`src/rtl/spi_pkg.sv`:
```
// Shared definitions for the SPI transfer arbiter: FSM state encoding and
// default timing constants.
package spi_pkg;

    typedef enum logic [2:0] {
        ST_IDLE,
        ST_SETUP,
        ST_XFER,
        ST_BYTE_DONE,
        ST_GAP
    } xfer_state_t;

    localparam int DEF_LEN_WIDTH    = 4;
    localparam int DEF_CS_SETUP_CYC = 4;
    localparam int DEF_CS_GAP_CYC   = 4;
    localparam int DEF_TIMEOUT_CYC  = 1024;
    localparam int DEF_CNT_WIDTH    = 11;

endpackage

```
`src/rtl/rr_arb2.sv`:
```
// Two-way round-robin arbiter: combinational one-hot grant plus a register
// remembering which requester owned the bus last.
module rr_arb2 (
    input  logic       clk,
    input  logic       rst_n,
    input  logic [1:0] req,
    input  logic       update,
    input  logic       owner,
    output logic [1:0] grant
);

    logic last_was_1;

    // NOTE: state registers use non-blocking assignments and an async
    // active-low reset so every flop updates on the same edge.
    always_ff @(posedge clk or negedge rst_n) begin
        if (!rst_n) begin
            last_was_1 <= 1'b1;
        end else if (update) begin
            last_was_1 <= owner;
        end
    end

    always_comb begin
        if (req == 2'b11) begin
            grant = last_was_1 ? 2'b01 : 2'b10;
        end else begin
            grant = req;
        end
    end

endmodule

```
`src/rtl/spi_xfer_arbiter.sv`:
```
// Shares one byte-wide SPI master between two requesters: round-robin burst
// grant, chip-select framing, per-byte work enable, timeout abort.
module spi_xfer_arbiter
    import spi_pkg::*;
#(
    parameter int LEN_WIDTH    = DEF_LEN_WIDTH,
    parameter int CS_SETUP_CYC = DEF_CS_SETUP_CYC,
    parameter int CS_GAP_CYC   = DEF_CS_GAP_CYC,
    parameter int TIMEOUT_CYC  = DEF_TIMEOUT_CYC,
    parameter int CNT_WIDTH    = DEF_CNT_WIDTH
) (
    input  logic                   clk,
    input  logic                   rst_n,
    input  logic [1:0]             req,
    input  logic [2*LEN_WIDTH-1:0] len,
    input  logic [15:0]            tx_data,
    output logic [1:0]             tx_ready,
    output logic [7:0]             rx_data,
    output logic [1:0]             rx_valid,
    output logic [1:0]             done,
    output logic [1:0]             err,
    output logic [1:0]             grant,
    output logic                   om_work_en,
    output logic [7:0]             om_tx_data,
    input  logic [7:0]             im_rx_data,
    input  logic                   im_send_finish,
    input  logic                   im_receive_finish,
    output logic                   om_cs_n
);

    localparam logic [CNT_WIDTH-1:0] SETUP_LAST = CNT_WIDTH'(CS_SETUP_CYC - 1);
    localparam logic [CNT_WIDTH-1:0] GAP_LAST   = CNT_WIDTH'(CS_GAP_CYC - 1);
    localparam logic [CNT_WIDTH-1:0] TO_LAST    = CNT_WIDTH'(TIMEOUT_CYC - 1);

    xfer_state_t          state, state_d;
    logic [1:0]           win;
    logic [1:0]           grant_q;
    logic [LEN_WIDTH-1:0] len_q, byte_cnt, win_len;
    logic [CNT_WIDTH-1:0] cnt;
    logic [7:0]           owner_tx;
    logic                 send_f, recv_f, send_now, recv_now;
    logic                 start, enter_xfer, tmo, last_byte, gap_end;

    rr_arb2 u_arb (
        .clk    (clk),
        .rst_n  (rst_n),
        .req    (req),
        .update (gap_end),
        .owner  (grant_q[1]),
        .grant  (win)
    );

    assign win_len  = win[1] ? len[2*LEN_WIDTH-1:LEN_WIDTH] : len[LEN_WIDTH-1:0];
    assign owner_tx = grant_q[1] ? tx_data[15:8] : tx_data[7:0];
    assign send_now = send_f | im_send_finish;
    assign recv_now = recv_f | im_receive_finish;

    // Framing outputs decode straight from the state register, so an async
    // reset releases chip select and the master without waiting for a clock.
    assign om_cs_n    = !(state == ST_SETUP || state == ST_XFER || state == ST_BYTE_DONE);
    assign om_work_en = (state == ST_XFER);
    assign grant      = grant_q;

    always_ff @(posedge clk or negedge rst_n) begin
        if (!rst_n) begin
            state <= ST_IDLE;
        end else begin
            state <= state_d;
        end
    end

    // NOTE: every output of this block gets a default before the case, so no
    // path leaves a signal unassigned and no latch is inferred.
    always_comb begin
        state_d    = state;
        start      = 1'b0;
        enter_xfer = 1'b0;
        tmo        = 1'b0;
        last_byte  = 1'b0;
        gap_end    = 1'b0;
        case (state)
            ST_IDLE: begin
                if (|req) begin
                    start   = 1'b1;
                    state_d = ST_SETUP;
                end
            end
            ST_SETUP: begin
                if (cnt == SETUP_LAST) begin
                    enter_xfer = 1'b1;
                    state_d    = ST_XFER;
                end
            end
            ST_XFER: begin
                // Byte completion wins over a timeout landing in the same cycle.
                if (send_now && recv_now) begin
                    state_d = ST_BYTE_DONE;
                end else if (cnt == TO_LAST) begin
                    tmo     = 1'b1;
                    state_d = ST_GAP;
                end
            end
            ST_BYTE_DONE: begin
                if (byte_cnt == len_q) begin
                    last_byte = 1'b1;
                    state_d   = ST_GAP;
                end else begin
                    enter_xfer = 1'b1;
                    state_d    = ST_XFER;
                end
            end
            ST_GAP: begin
                if (cnt == GAP_LAST) begin
                    gap_end = 1'b1;
                    state_d = ST_IDLE;
                end
            end
            default: state_d = ST_IDLE;
        endcase
    end

    always_ff @(posedge clk or negedge rst_n) begin
        if (!rst_n) begin
            grant_q    <= '0;
            len_q      <= '0;
            byte_cnt   <= '0;
            cnt        <= '0;
            send_f     <= 1'b0;
            recv_f     <= 1'b0;
            om_tx_data <= '0;
            rx_data    <= '0;
            tx_ready   <= '0;
            rx_valid   <= '0;
            done       <= '0;
            err        <= '0;
        end else begin
            tx_ready <= '0;
            rx_valid <= '0;
            done     <= '0;
            err      <= '0;

            // One counter serves setup, timeout and gap; it restarts on every state change.
            if (state_d != state || state == ST_IDLE) begin
                cnt <= '0;
            end else begin
                cnt <= cnt + 1'b1;
            end

            if (start) begin
                grant_q  <= win;
                len_q    <= win_len;
                byte_cnt <= '0;
            end
            if (gap_end) begin
                grant_q <= '0;
            end

            if (enter_xfer) begin
                om_tx_data <= owner_tx;
                tx_ready   <= grant_q;
                send_f     <= 1'b0;
                recv_f     <= 1'b0;
            end else if (state == ST_XFER) begin
                send_f <= send_now;
                recv_f <= recv_now;
            end

            if (state == ST_BYTE_DONE) begin
                rx_data  <= im_rx_data;
                rx_valid <= grant_q;
                if (!last_byte) begin
                    byte_cnt <= byte_cnt + 1'b1;
                end
            end

            if (last_byte) begin
                done <= grant_q;
            end
            if (tmo) begin
                err <= grant_q;
            end
        end
    end

endmodule

```
`config.mk`:
```
export PLATFORM = sky130hd
export DESIGN_NAME = spi_xfer_arbiter
export DESIGN_NICKNAME = d
export VERILOG_FILES = /design/src/rtl/spi_pkg.sv /design/src/rtl/rr_arb2.sv /design/src/rtl/spi_xfer_arbiter.sv
export SDC_FILE = /design/constraint.sdc
export NUM_CORES = 1
export LEC_CHECK = 0
export ABC_AREA = 1
export CAP_MARGIN = 20
export CORE_UTILIZATION = 48
export CTS_CLUSTER_DIAMETER = 200
export CTS_CLUSTER_SIZE = 30
export DETAILED_ROUTE_END_ITERATION = 8
export HOLD_SLACK_MARGIN = 0.08
export PLACE_DENSITY = 0.79
export SLEW_MARGIN = 20
export SYNTH_ARGS = -nofsm -noshare
export SYNTH_HDL_FRONTEND = slang
export SYNTH_SLANG_ARGS = --single-unit
```
`constraint.sdc`:
```
create_clock -name clk -period 1.95 [get_ports clk]
set_clock_uncertainty 0.15 [all_clocks]
set_input_delay 0.195 -clock clk [delete_from_list [all_inputs] [get_ports clk]]
set_output_delay 0.195 -clock clk [all_outputs]
set_load 0.01 [all_outputs]
```
Yosys cells after proc, flatten, opt, wreduce, memory -nomap -nowiden
Index checks and enable logic that the tools add are counted.
Widths: inputs -> output; s select.
- register bits after elaboration: 51
- input port bits: 38
- logic and storage cells: 72
- $add $sub $neg: 2
- eq/ne operators: 9
- mux-type cells: 36
- bitwise gates (word level): 2
- reductions and logical operators: 9
- operators by type and width (operator ; count):
    $mux 3 ; 6
    $mux 2 ; 8
    $mux 4 ; 4
    $pmux 3 s5 ; 1
    $mux 1 ; 14
    $add 11x1->11 const B ; 1
    $eq 11x10->1 const B ; 1
    $eq 11x2->1 const B ; 1
    $mux 11 ; 1
    $mux 8 ; 1
    $eq 3x2->1 const B ; 2
    $add 4x1->4 const B ; 1
    $eq 4x4->1 ; 1
    $reduce_bool 2->1 ; 2
    $eq 3x1->1 const B ; 1
    $eq 3x3->1 const B ; 1
    $logic_not 3->1 ; 1
    $logic_or 1x1->1 ; 3
    $ne 3x3->1 ; 1
    $eq 2x2->1 const B ; 1
    $or 1x1->1 ; 2
    $pmux 1 s2 ; 1
    $reduce_or 2->1 ; 1
    $logic_and 1x1->1 ; 1
    $logic_not 1->1 ; 1

Longest topological paths before layout
Gate-level depths: netlist of the first run.
- depth after elaboration: 7
- gate-level depth with buffers: 11

Hierarchy
From an unflattened synthesis of the first run, not the netlist that was laid out.
- cell total of the unflattened synthesis: 313
- area total of the unflattened synthesis: 2501.1 µm²
- modules (own cells, without submodules) (module ; instances ; cells each ; area each (µm²) ; seq. area each (µm²)):
    spi_xfer_arbiter ; 1 ; 303 ; 2438.6 ; 1251.2
    rr_arb2 ; 1 ; 10 ; 62.6 ; 26.3

Worst setup path after synthesis of the first run
OpenSTA, ideal clock, no wires.
- kind: reg2reg
- start point: reg cnt[0]
- end point: reg cnt[7]
- library setup time: 0.122 ns
- data arrival time: 1.444 ns
- setup slack: 0.233 ns
- cell stages (with the launch flop): 12
- path buffers: 1
- clock period less this slack: 1.717 ns
- path through: dfrtp_1 > ha_1 > nand2_2 > nor2_4 > nand2_4 > nor2_8 > nand2_4 > nand3_2 > nand2_2 > nand2_2 > buf_6 > nor2_2
- cells in the longest elaborated chain, start to end: 7
- ends and longest elaborated chain (what ; RTL line ; RTL):
    start, declared ; spi_xfer_arbiter.sv:39 ; logic [CNT_WIDTH-1:0] cnt;
    start signal, assigned ; spi_xfer_arbiter.sv:146 ; cnt <= cnt + 1'b1;
    $eq 11x10->1 ; spi_xfer_arbiter.sv:98 ; end else if (cnt == TO_LAST) begin
    $mux 3 ; spi_xfer_arbiter.sv:98 ;
    $mux 3 ; spi_xfer_arbiter.sv:96 ; if (send_now && recv_now) begin
    $pmux 3 s5 ; spi_xfer_arbiter.sv:81 ; case (state)
    $ne 3x3->1 ; spi_xfer_arbiter.sv:143 ; if (state_d != state || state == ST_IDLE) begin
    $logic_or 1x1->1 ; spi_xfer_arbiter.sv:143 ;
    $mux 11 * ; spi_xfer_arbiter.sv:143 ;
Mark *: on every way between the ends. The rest lies on a longest branch, timed or not.
A chain may end at the register's enable or synchronous reset.

Worst setup path in the final report of the first run
- start point: reg grant_q[1], in the netlist grant[1]
- end point: out grant[1]
- RTL lines (what ; RTL line ; RTL):
    start, declared ; spi_xfer_arbiter.sv:37 ; logic [1:0] grant_q;
    start signal, assigned ; spi_xfer_arbiter.sv:150 ; grant_q <= win;
    end, declared ; spi_xfer_arbiter.sv:22 ; output logic [1:0] grant,
No word-level cell between the ends.

==> results of run 1 <==
[through the flow]
stage	total power (µW)	area (µm²)	cells	utilization
floorplan	2770	2490	307	-
global placement	3460	3230	437	0.666
detailed placement	3500	3230	437	0.666
CTS	4120	3320	446	0.685
global route	4440	3330	446	0.687
finish	4090	3330	446	0.687
[final cells by class]
cell class,count,area (µm²)
fill,409,1520
clock inverter,1,7.51
clock buffer,7,76.3
timing repair buffer,72,718
inverter,35,131
tap,67,83.8
multi-input combinational,213,1040
sequential,51,1280
[where the power goes]
part	switching, µW	internal [µW]	total, µW
Sequential	232	1390	1620
Combinational	1030	847	1880
Clock	342	255	596
[layer usage]
metal	vias to the layer above	track usage	wire length, µm
li1	1091	-	-
met1	1015	0.255	2380
met2	56	0.373	2500
met3	8	0.0799	378
met4	0	0.0641	68
met5	-	0	0
[worst register-to-register path, cell delays in order, from the launching register on]
cell and delay [ps]:
dfrtp_1 380, ha_1 250, nand2_2 100, nor2_4 160, nand2_4 100, nor2_8 110
nand2_4 80, nand3_2 80, nand2_2 60, nand2_4 160, nor2_1 60
[cell families after synthesis]
kind of cell               Yosys count  synth area share
buffers and inverters               43            0.0743
and+or+nand+nor                    180             0.324
DFF                                 51             0.512
AOI/OAI and AO/OA                   23            0.0517
xor gates and xnor gates             8            0.0281
adders and majority gates            2            0.0100
[registers in the layout (all words and copies together), names as in the netlist, 3 cells and up]
| signal | count |
|---|---|
| state | 3 |
| cnt | 11 |
| om_tx_data | 8 |
| rx_data | 8 |
| len_q | 4 |
| byte_cnt | 4 |
[placed cells by master (no fill, tap or decap)]
master	n
a21oi_1	3
buf_12	1
buf_2	1
buf_4	5
clkbuf_1	2
clkbuf_8	5
clkdlybuf4s50_1	62
clkinvlp_4	1
dfrtp_1	50
dfstp_2	1
dlygate4sd3_1	1
dlymetal6s2s_1	2
ha_1	2
inv_1	22
inv_2	13
nand2_1	100
nand2_2	5
nand2_4	3
nand3_1	20
nand3_2	1
nand4_1	2
nor2_1	32
nor2_2	11
nor2_4	2
nor2_8	1
nor3_1	2
nor3_2	1
o2111ai_1	1
o211ai_1	1
o21ai_0	8
o21ai_1	4
o22ai_1	6
xnor2_1	3
xor2_1	5
[repair_timing]
| action | in CTS | in global routing |
|---|---|---|
| endpoints found under the setup margin | 1 | 13 |
| setup buffers | 0 | 0 |
| hold buffers | 1 | 0 |
| gates resized for setup | 1 | 3 |
| hold endpoints to repair | 50 | 0 |
[final timing paths]
kind,start,to
max,grant[1]$_DFFE_PN0P_,grant[1]
min,rst_n,byte_cnt[1]$_DFF_PN0_
max reg2reg,cnt[1]$_DFF_PN0_,cnt[10]$_DFF_PN0_
min reg2reg,rx_data[0]$_DFFE_PN0N_,rx_data[0]$_DFFE_PN0N_
max in group asynchronous,rst_n,u_arb.last_was_1$_DFFE_PN1P_
min in group clk,im_rx_data[5],rx_data[5]$_DFFE_PN0N_
==> flow_summary.yaml, run 1 <==
sta:
  setup_tns_ps: 0
  fin_crit_sh: 0.934
  setup_slack_ps: 129
  max_freq_mhz: 549
  report.final.hold_viol_count: 0
  fin_hold_ws_ps: 178
  rsz0062_at_grt: "false"
  period_minus_slack_ps: 1820
  worstMarginPinSlew_ps: 396
  slew_headroom: 0.736
  setup_viol: 0
  slew_violations: 0
synthesis:
  async_flop_share: 1.00
  synth_edf_count: 0
  yosysWarnings: 0
  synth.avg_cell_area_um2: 8.12
  ys_types: 29
  syn_inst: 307
  syn-cell-area_um2: 2490
  ys_seq_elements: 51
  yosysMostFrequentCell: "nand2_1"
  synth.area.top_cells: "dfrtp_1 50%, nand2_1 15%, nor2_1 5.0%, nand3_1 4.0%, inv_1 3.3%"
  synth_ff_type: "dfrtp_1"
  yosysTopAreaCellShare: 0.502
  ys_seq_area_frac: 0.512
  synth_nets: 347
  ys_top_cells_by_count: "100 x nand2_1, 50 x dfrtp_1, 33 x nor2_1"
  yosysTopAreaCell: "dfrtp_1"
global_route:
  gr-usage-all-layers: 0.217
  antenna_found_initial: 0
  grt_max_degree: 37
  grt_pass1_wl_mm: 9.03
  overflow: 0
  first_global_vias: 2140
placement:
  hpwl_mm: 4.04
  gp_congestion: 0.841
  port_buffers: 65
  pre_cts_ws_ps: 69.6
die:
  io_pins: 66
  die_x_um: 74.1
  row_count: 25
  die_y_um: 74.1
  core-area_um2: 4850
  die-area_um2: 5490
  start_util: 0.514
setup_path:
  path_cells: "clkdlybuf4s50_1"
  regToRegSetupSlack_ps: 160
  worst_path_max_delay_cell: "clkdlybuf4s50_1"
  endpoint_kind: "output port"
  worstPathMaxFanout: 11
  cp.arrival_ps: 1480
  cp_slowest_stage_delay_ps: 610
  cp.depth: 1
  cp_num_buf_inv: 1
  critical_path_class: "reg -> out"
  critPathLaunchType: "flop"
  required_ps: 1600
  crit_family: "buffers and inverters"
  r2r_cells: 10
run_status:
  status: "complete, no violations"
clock_network:
  cts_tree: "yes"
  path_clk_slew_ps: 100
  htreeDepth: 2
  numCtsBuffers: 5
  clockRootBuffer: "clkbuf_8"
  insertion_delay_ps: 310
  clock-sinks: 51
  cts_max_path_buffers: 2
hold_path:
  hold_path_class: "in -> async"
route:
  routedWlPerCell_um: 11.9
  wirelength_mm: 5.33
  first_iter_violations: 67
  drc: 0
  ant_nets: 0
  num_vias: 2170
  drtPass1Iterations: 4
  viasPerCell: 4.87
power_and_ir_drop:
  power_density_nw_per_um2: 1230
  ir_worst_vdd_mv: 0.771
  p_leak_uw: 0.00165
finish:
  drive_gt1_frac: 0.135
  diodes: 0
  num-nets-final: 418
  area_growth_pct: 33.7
job:
  maxCapViolCount: 0
Power figures use the tool's default switching activity.
==> inputs of run 2 (changes only) <==
Settings changed: CORE_MARGIN set to 2.
==> run 2 against run 1 <==
Against the previous run: register-to-register slack better by 50 ps; clock power increased by 8.2%; hold slack better by 97 ps; via count is 0.88% lower; sequential cell count did not move; largest power group unchanged.
==> flow_summary.yaml, run 2 (synthesis results as in run 1) <==
sta:
  rsz0062_at_grt: "false"
  period_minus_slack_ps: 1820
  slew_violations: 0
  fin_crit_sh: 0.935
  setup_tns_ps: 0
  max_freq_mhz: 548
  worstMarginPinSlew_ps: 631
  slew_headroom: 0.579
  report.final.hold_viol_count: 0
  setup_slack_ps: 126
  setup_viol: 0
finish:
  final_cell_mix: "100 x nand2_1, 62 x clkdlybuf4s50_1, 50 x dfrtp_1, 32 x nor2_1, 22 x inv_1"
  fin_util: 0.660
  num-nets-final: 418
  regMostFlops: "cnt"
  diodes: 0
  area_growth_pct: 34.4
  reg.largest.list: "cnt: 11 flops, om_tx_data: 8 flops, rx_data: 8 flops"
  largest_reg_flops: 11
  final_common_cell: "nand2_1"
  drive_gt1_frac: 0.137
clock_network:
  cts_max_path_buffers: 2
  path_clk_slew_ps: 100
  htreeDepth: 2
  cts_tree: "yes"
  numCtsBuffers: 5
  clock-sinks: 51
  insertion_delay_ps: 300
  clockRootBuffer: "clkbuf_8"
global_route:
  first_global_vias: 2231
  overflow: 0
  gr-usage-all-layers: 0.200
  grt_pass1_wl_mm: 9.48
  antenna_found_initial: 0
  grt_max_degree: 52
hold_path:
  holdPathStages: 3
  hold_path_class: "in -> reg"
  min_from: "im_rx_data[2]"
  min_to: "rx_data[2]$_DFFE_PN0N_"
die:
  die_x_um: 76.1
  start_util: 0.491
  io_pins: 66
  die-area_um2: 5790
  core-area_um2: 5070
  die_y_um: 76.1
  row_count: 26
setup_path:
  worstPathMaxFanout: 11
  required_ps: 1600
  critPathLaunchType: "flop"
  cp.arrival_ps: 1480
  cp_slowest_stage_delay_ps: 610
  endpoint_kind: "output port"
  worst_path_max_delay_cell: "clkdlybuf4s50_1"
  regToRegSetupSlack_ps: 210
  cp_num_buf_inv: 1
  critical_path_class: "reg -> out"
  reg2reg_from: "cnt[1]$_DFF_PN0_"
  rr_endpoint: "cnt[10]$_DFF_PN0_"
  crit_family: "buffers and inverters"
  path_cells: "clkdlybuf4s50_1"
  r2r_cells: 10
power_and_ir_drop:
  power_density_nw_per_um2: 1270
  power_frac_seq: 0.382
  intPower_uw: 2550
  clkPwrFrac: 0.152
  totalPowerFinal_uw: 4240
  p_switching_uw: 1690
  p_leak_uw: 0.00167
  combPwrFrac: 0.466
  ir_worst_vdd_mv: 0.819
  p_sw_frac: 0.399
route:
  num_vias: 2151
  viasPerCell: 4.79
  ant_nets: 0
  drtPass1Iterations: 4
  routedWlPerCell_um: 12.1
  wirelength_mm: 5.43
  drc: 0
  first_iter_violations: 118
placement:
  hpwl_mm: 4.06
  pre_cts_ws_ps: 117
  gp_congestion: 0.766
  port_buffers: 65
run_status:
  status: "complete, no violations"
job:
  maxCapViolCount: 0
-- run 2: cell types whose count changed in the layout (fill, tap and decap cells not counted), sizes merged --
cell / change
clkinv: +1
clkinvlp: -1
-- run 2: what timing repair did --
action	CTS	global route
hold endpoints to repair	50	0
hold buffers	1	0
setup endpoints to repair	1	13
pin swaps	0	0
resized for setup	1	6
buffers inserted	0	1
-- run 2: metal layers --
metal	track usage	wire (µm)	up-vias
li1	-	-	1094
met1	0.229	2250	998
met2	0.362	2790	55
met3	0.0652	356	4
met4	0.0491	36	0
met5	0	0	-
-- run 2: worst max-delay path by stage --
stage / slack, ps / endpoint / cells after the start / from
5_1_grt: 60 / grant[1] / 1 / grant[1]$_DFFE_PN0P_
6_report: 130 / grant[1] / 1 / grant[1]$_DFFE_PN0P_
3_5_place_dp: 120 / cnt[10]$_DFF_PN0_ / 10 / cnt[1]$_DFF_PN0_
2_1_floorplan: 230 / cnt[7]$_DFF_PN0_ / 11 / cnt[0]$_DFF_PN0_
4_1_cts: 9 / om_work_en / 4 / state[2]$_DFF_PN0_
3_3_place_gp: 190 / cnt[10]$_DFF_PN0_ / 10 / cnt[1]$_DFF_PN0_
-- run 2: power groups by stage --
stage                     logic, µW  clock network [µW]  registers (µW)
after floorplan                1090                   0            1670
after global placement         1870                   0            1630
after detailed placement       1920                   0            1630
after CTS                      1940                 640            1620
after global routing           2230                 682            1660
final                          1980                 645            1620
-- run 2: final cells by class --
| class | count | area, µm² |
|---|---|---|
| inverters | 35 | 131 |
| fillers | 447 | 1720 |
| multi-input cells | 213 | 1050 |
| flip-flops and latches | 51 | 1280 |
| clock buffers | 7 | 86.3 |
| repair buffers | 72 | 706 |
| well taps | 70 | 87.6 |
| clock inverters | 1 | 8.76 |
-- run 2: per-stage QoR --
step	cells	hold slack (ps)	instance area, µm²
after floorplan	307	-251	2490
after global placement	439	193	3210
after detailed placement	439	195	3210
after CTS	448	283	3320
after global routing	449	299	3350
final	449	276	3350
==> inputs of run 3 (changes only) <==
Settings changed: CAP_MARGIN 20 to 10.
Clock period 1.95 ns to 1.7 ns, I/O delays scaled along.
==> run 3 against run 2 <==
Against the previous run: count of clock-buffer cells in the layout increased by 1; wire length increased by 6.5%; utilization increased by 3.7 points; critical path depth increased by 5; register-to-register slack got worse by 120 ps; total power increased by 19%; non-clock buffer count increased by 17; worst setup slack got worse by 62 ps; final cell count increased by 4.0%; hold slack got worse by 46 ps; final area increased by 5.7%.
==> flow_summary.yaml, run 3 (synthesis results as in run 1) <==
power_and_ir_drop:
  p_switching_uw: 1980
  combPwrFrac: 0.489
  p_leak_uw: 0.00175
  ir_worst_vdd_mv: 0.833
  power_density_nw_per_um2: 1430
  p_sw_frac: 0.390
  clkPwrFrac: 0.149
  intPower_uw: 3080
  power_frac_seq: 0.362
sta:
  slew_headroom: 0.729
  setup_slack_ps: 64.0
  setup_viol: 0
  period_minus_slack_ps: 1640
  fin_hold_ws_ps: 230
  slew_violations: 0
  report.final.hold_viol_count: 0
  fin_crit_sh: 0.962
  max_freq_mhz: 611
  worstMarginPinSlew_ps: 406
setup_path:
  endpoint_kind: "output port"
  critical_path_class: "reg -> out"
  critPathLaunchType: "flop"
  cp_num_buf_inv: 4
  cp_slowest_stage_delay_ps: 400
  path_cells: "inv_2 -> nand2_2 -> inv_2 -> nor2_2 -> inv_1 -> dlygate4sd2_1"
  required_ps: 1380
  crit_family: "buffers and inverters"
  cpMostUsedCell: "inv_2"
  worst_path_max_delay_cell: "dfrtp_1"
  cp.arrival_ps: 1320
  worstPathMaxFanout: 3
finish:
  area_growth_pct: 42.0
  num-nets-final: 436
  largest_reg_flops: 11
  final_cell_mix: "99 x nand2_1, 62 x clkdlybuf4s50_1, 50 x dfrtp_1, 30 x nor2_1, 21 x inv_1"
  final_common_cell: "nand2_1"
  n_fill_cell: 404
  regMostFlops: "cnt"
  diodes: 0
  reg.largest.list: "cnt: 11 flops, om_tx_data: 8 flops, rx_data: 8 flops"
  drive_gt1_frac: 0.191
placement:
  gp_congestion: 0.835
  pre_cts_ws_ps: -50.6
  hpwl_mm: 4.17
  port_buffers: 65
route:
  routedWlPerCell_um: 12.4
  viasPerCell: 4.79
  drc: 0
  ant_nets: 0
  first_iter_violations: 114
  drtPass1Iterations: 4
  wirelength_mm: 5.79
  num_vias: 2237
global_route:
  first_global_vias: 2242
  antenna_found_initial: 0
  gr-usage-all-layers: 0.204
  grt_pass1_wl_mm: 9.66
  overflow: 0
  grt_max_degree: 52
die:
  die_x_um: 76.1
  row_count: 26
  die-area_um2: 5790
  io_pins: 66
  core-area_um2: 5070
  die_y_um: 76.1
  start_util: 0.491
job:
  maxCapViolCount: 0
clock_network:
  insertion_delay_ps: 300
  clockRootBuffer: "clkbuf_8"
  htreeDepth: 2
  path_clk_slew_ps: 90
  numCtsBuffers: 5
  cts_max_path_buffers: 2
  cts_tree: "yes"
  clock-sinks: 51
run_status:
  status: "complete, no violations"
hold_path:
  hold_path_class: "in -> async"
[run 3: path summary, 6_finish.rpt]
| kind | start | end | slack (ps) | depth (start not counted) |
|---|---|---|---|---|
| hold / removal | rst_n | len_q[3]$_DFFE_PN0P_ | 230 | 3 |
| setup reg to reg | cnt[0]$_DFF_PN0_ | om_tx_data[4]$_DFFE_PN0P_ | 90 | 7 |
| max in group asynchronous | rst_n | u_arb.last_was_1$_DFFE_PN1P_ | 890 | 3 |
| setup / recovery | state[1]$_DFF_PN0_ | om_cs_n | 60 | 6 |
| min in group clk | im_rx_data[3] | rx_data[3]$_DFFE_PN0N_ | 250 | 3 |
| hold reg to reg | rx_data[7]$_DFFE_PN0N_ | rx_data[7]$_DFFE_PN0N_ | 330 | 2 |
[run 3: routing by layer]
layer / global-route usage / routed length (µm) / vias up
met4: 0.0564 / 41 / 0
met1: 0.240 / 2420 / 1044
met3: 0.0592 / 421 / 4
met2: 0.363 / 2900 / 59
met5: 0 / 0 / -
li1: - / - / 1130
[run 3: power groups by stage]
stage	Clock, µW	Combinational, µW	Sequential (µW)
global route	808	2740	1870
finish	754	2480	1830
floorplan	0	1260	1920
detailed placement	0	2280	1840
global placement	0	2240	1830
CTS	768	2360	1830
[run 3: worst register-to-register path, cell delays in order (launching register included)]
cell     delay, ps
dfrtp_1        400
ha_4           180
nand4_1        130
nor3_4         270
nand2_4        110
buf_6          150
nand3_1         60
nand2_1         60
[run 3: through the flow]
step / utilization / setup TNS [ps] / instances / power [µW] / area [µm²]
final: 0.698 / 0 / 467 / 5060 / 3540
after global routing: 0.698 / -11.5 / 467 / 5420 / 3540
after CTS: 0.683 / -4.85 / 463 / 4960 / 3470
after detailed placement: 0.655 / -365 / 452 / 4120 / 3320
after global placement: 0.655 / -5.26 / 452 / 4060 / 3320
after floorplan: - / 0 / 307 / 3180 / 2500
[run 3: timing repair]
| action | CTS | global route |
|---|---|---|
| hold buffers | 1 | 0 |
| setup buffers | 1 | 4 |
| resized for setup | 6 | 11 |
| cloned | 1 | 0 |
| hold endpoints to repair | 51 | 0 |
| pin swaps | 4 | 4 |
| setup endpoints to repair | 15 | 28 |
[run 3: layout make-up]
| cell class | instances | area, µm² | share of cell area |
|---|---|---|---|
| repair buffers | 89 | 846 | 0.239 |
| inverters | 35 | 131 | 0.0371 |
| flip-flops and latches | 51 | 1280 | 0.361 |
| multi-input cells | 214 | 1100 | 0.310 |
| clock buffers | 8 | 100 | 0.0283 |
| well taps | 70 | 87.6 | 0.0247 |
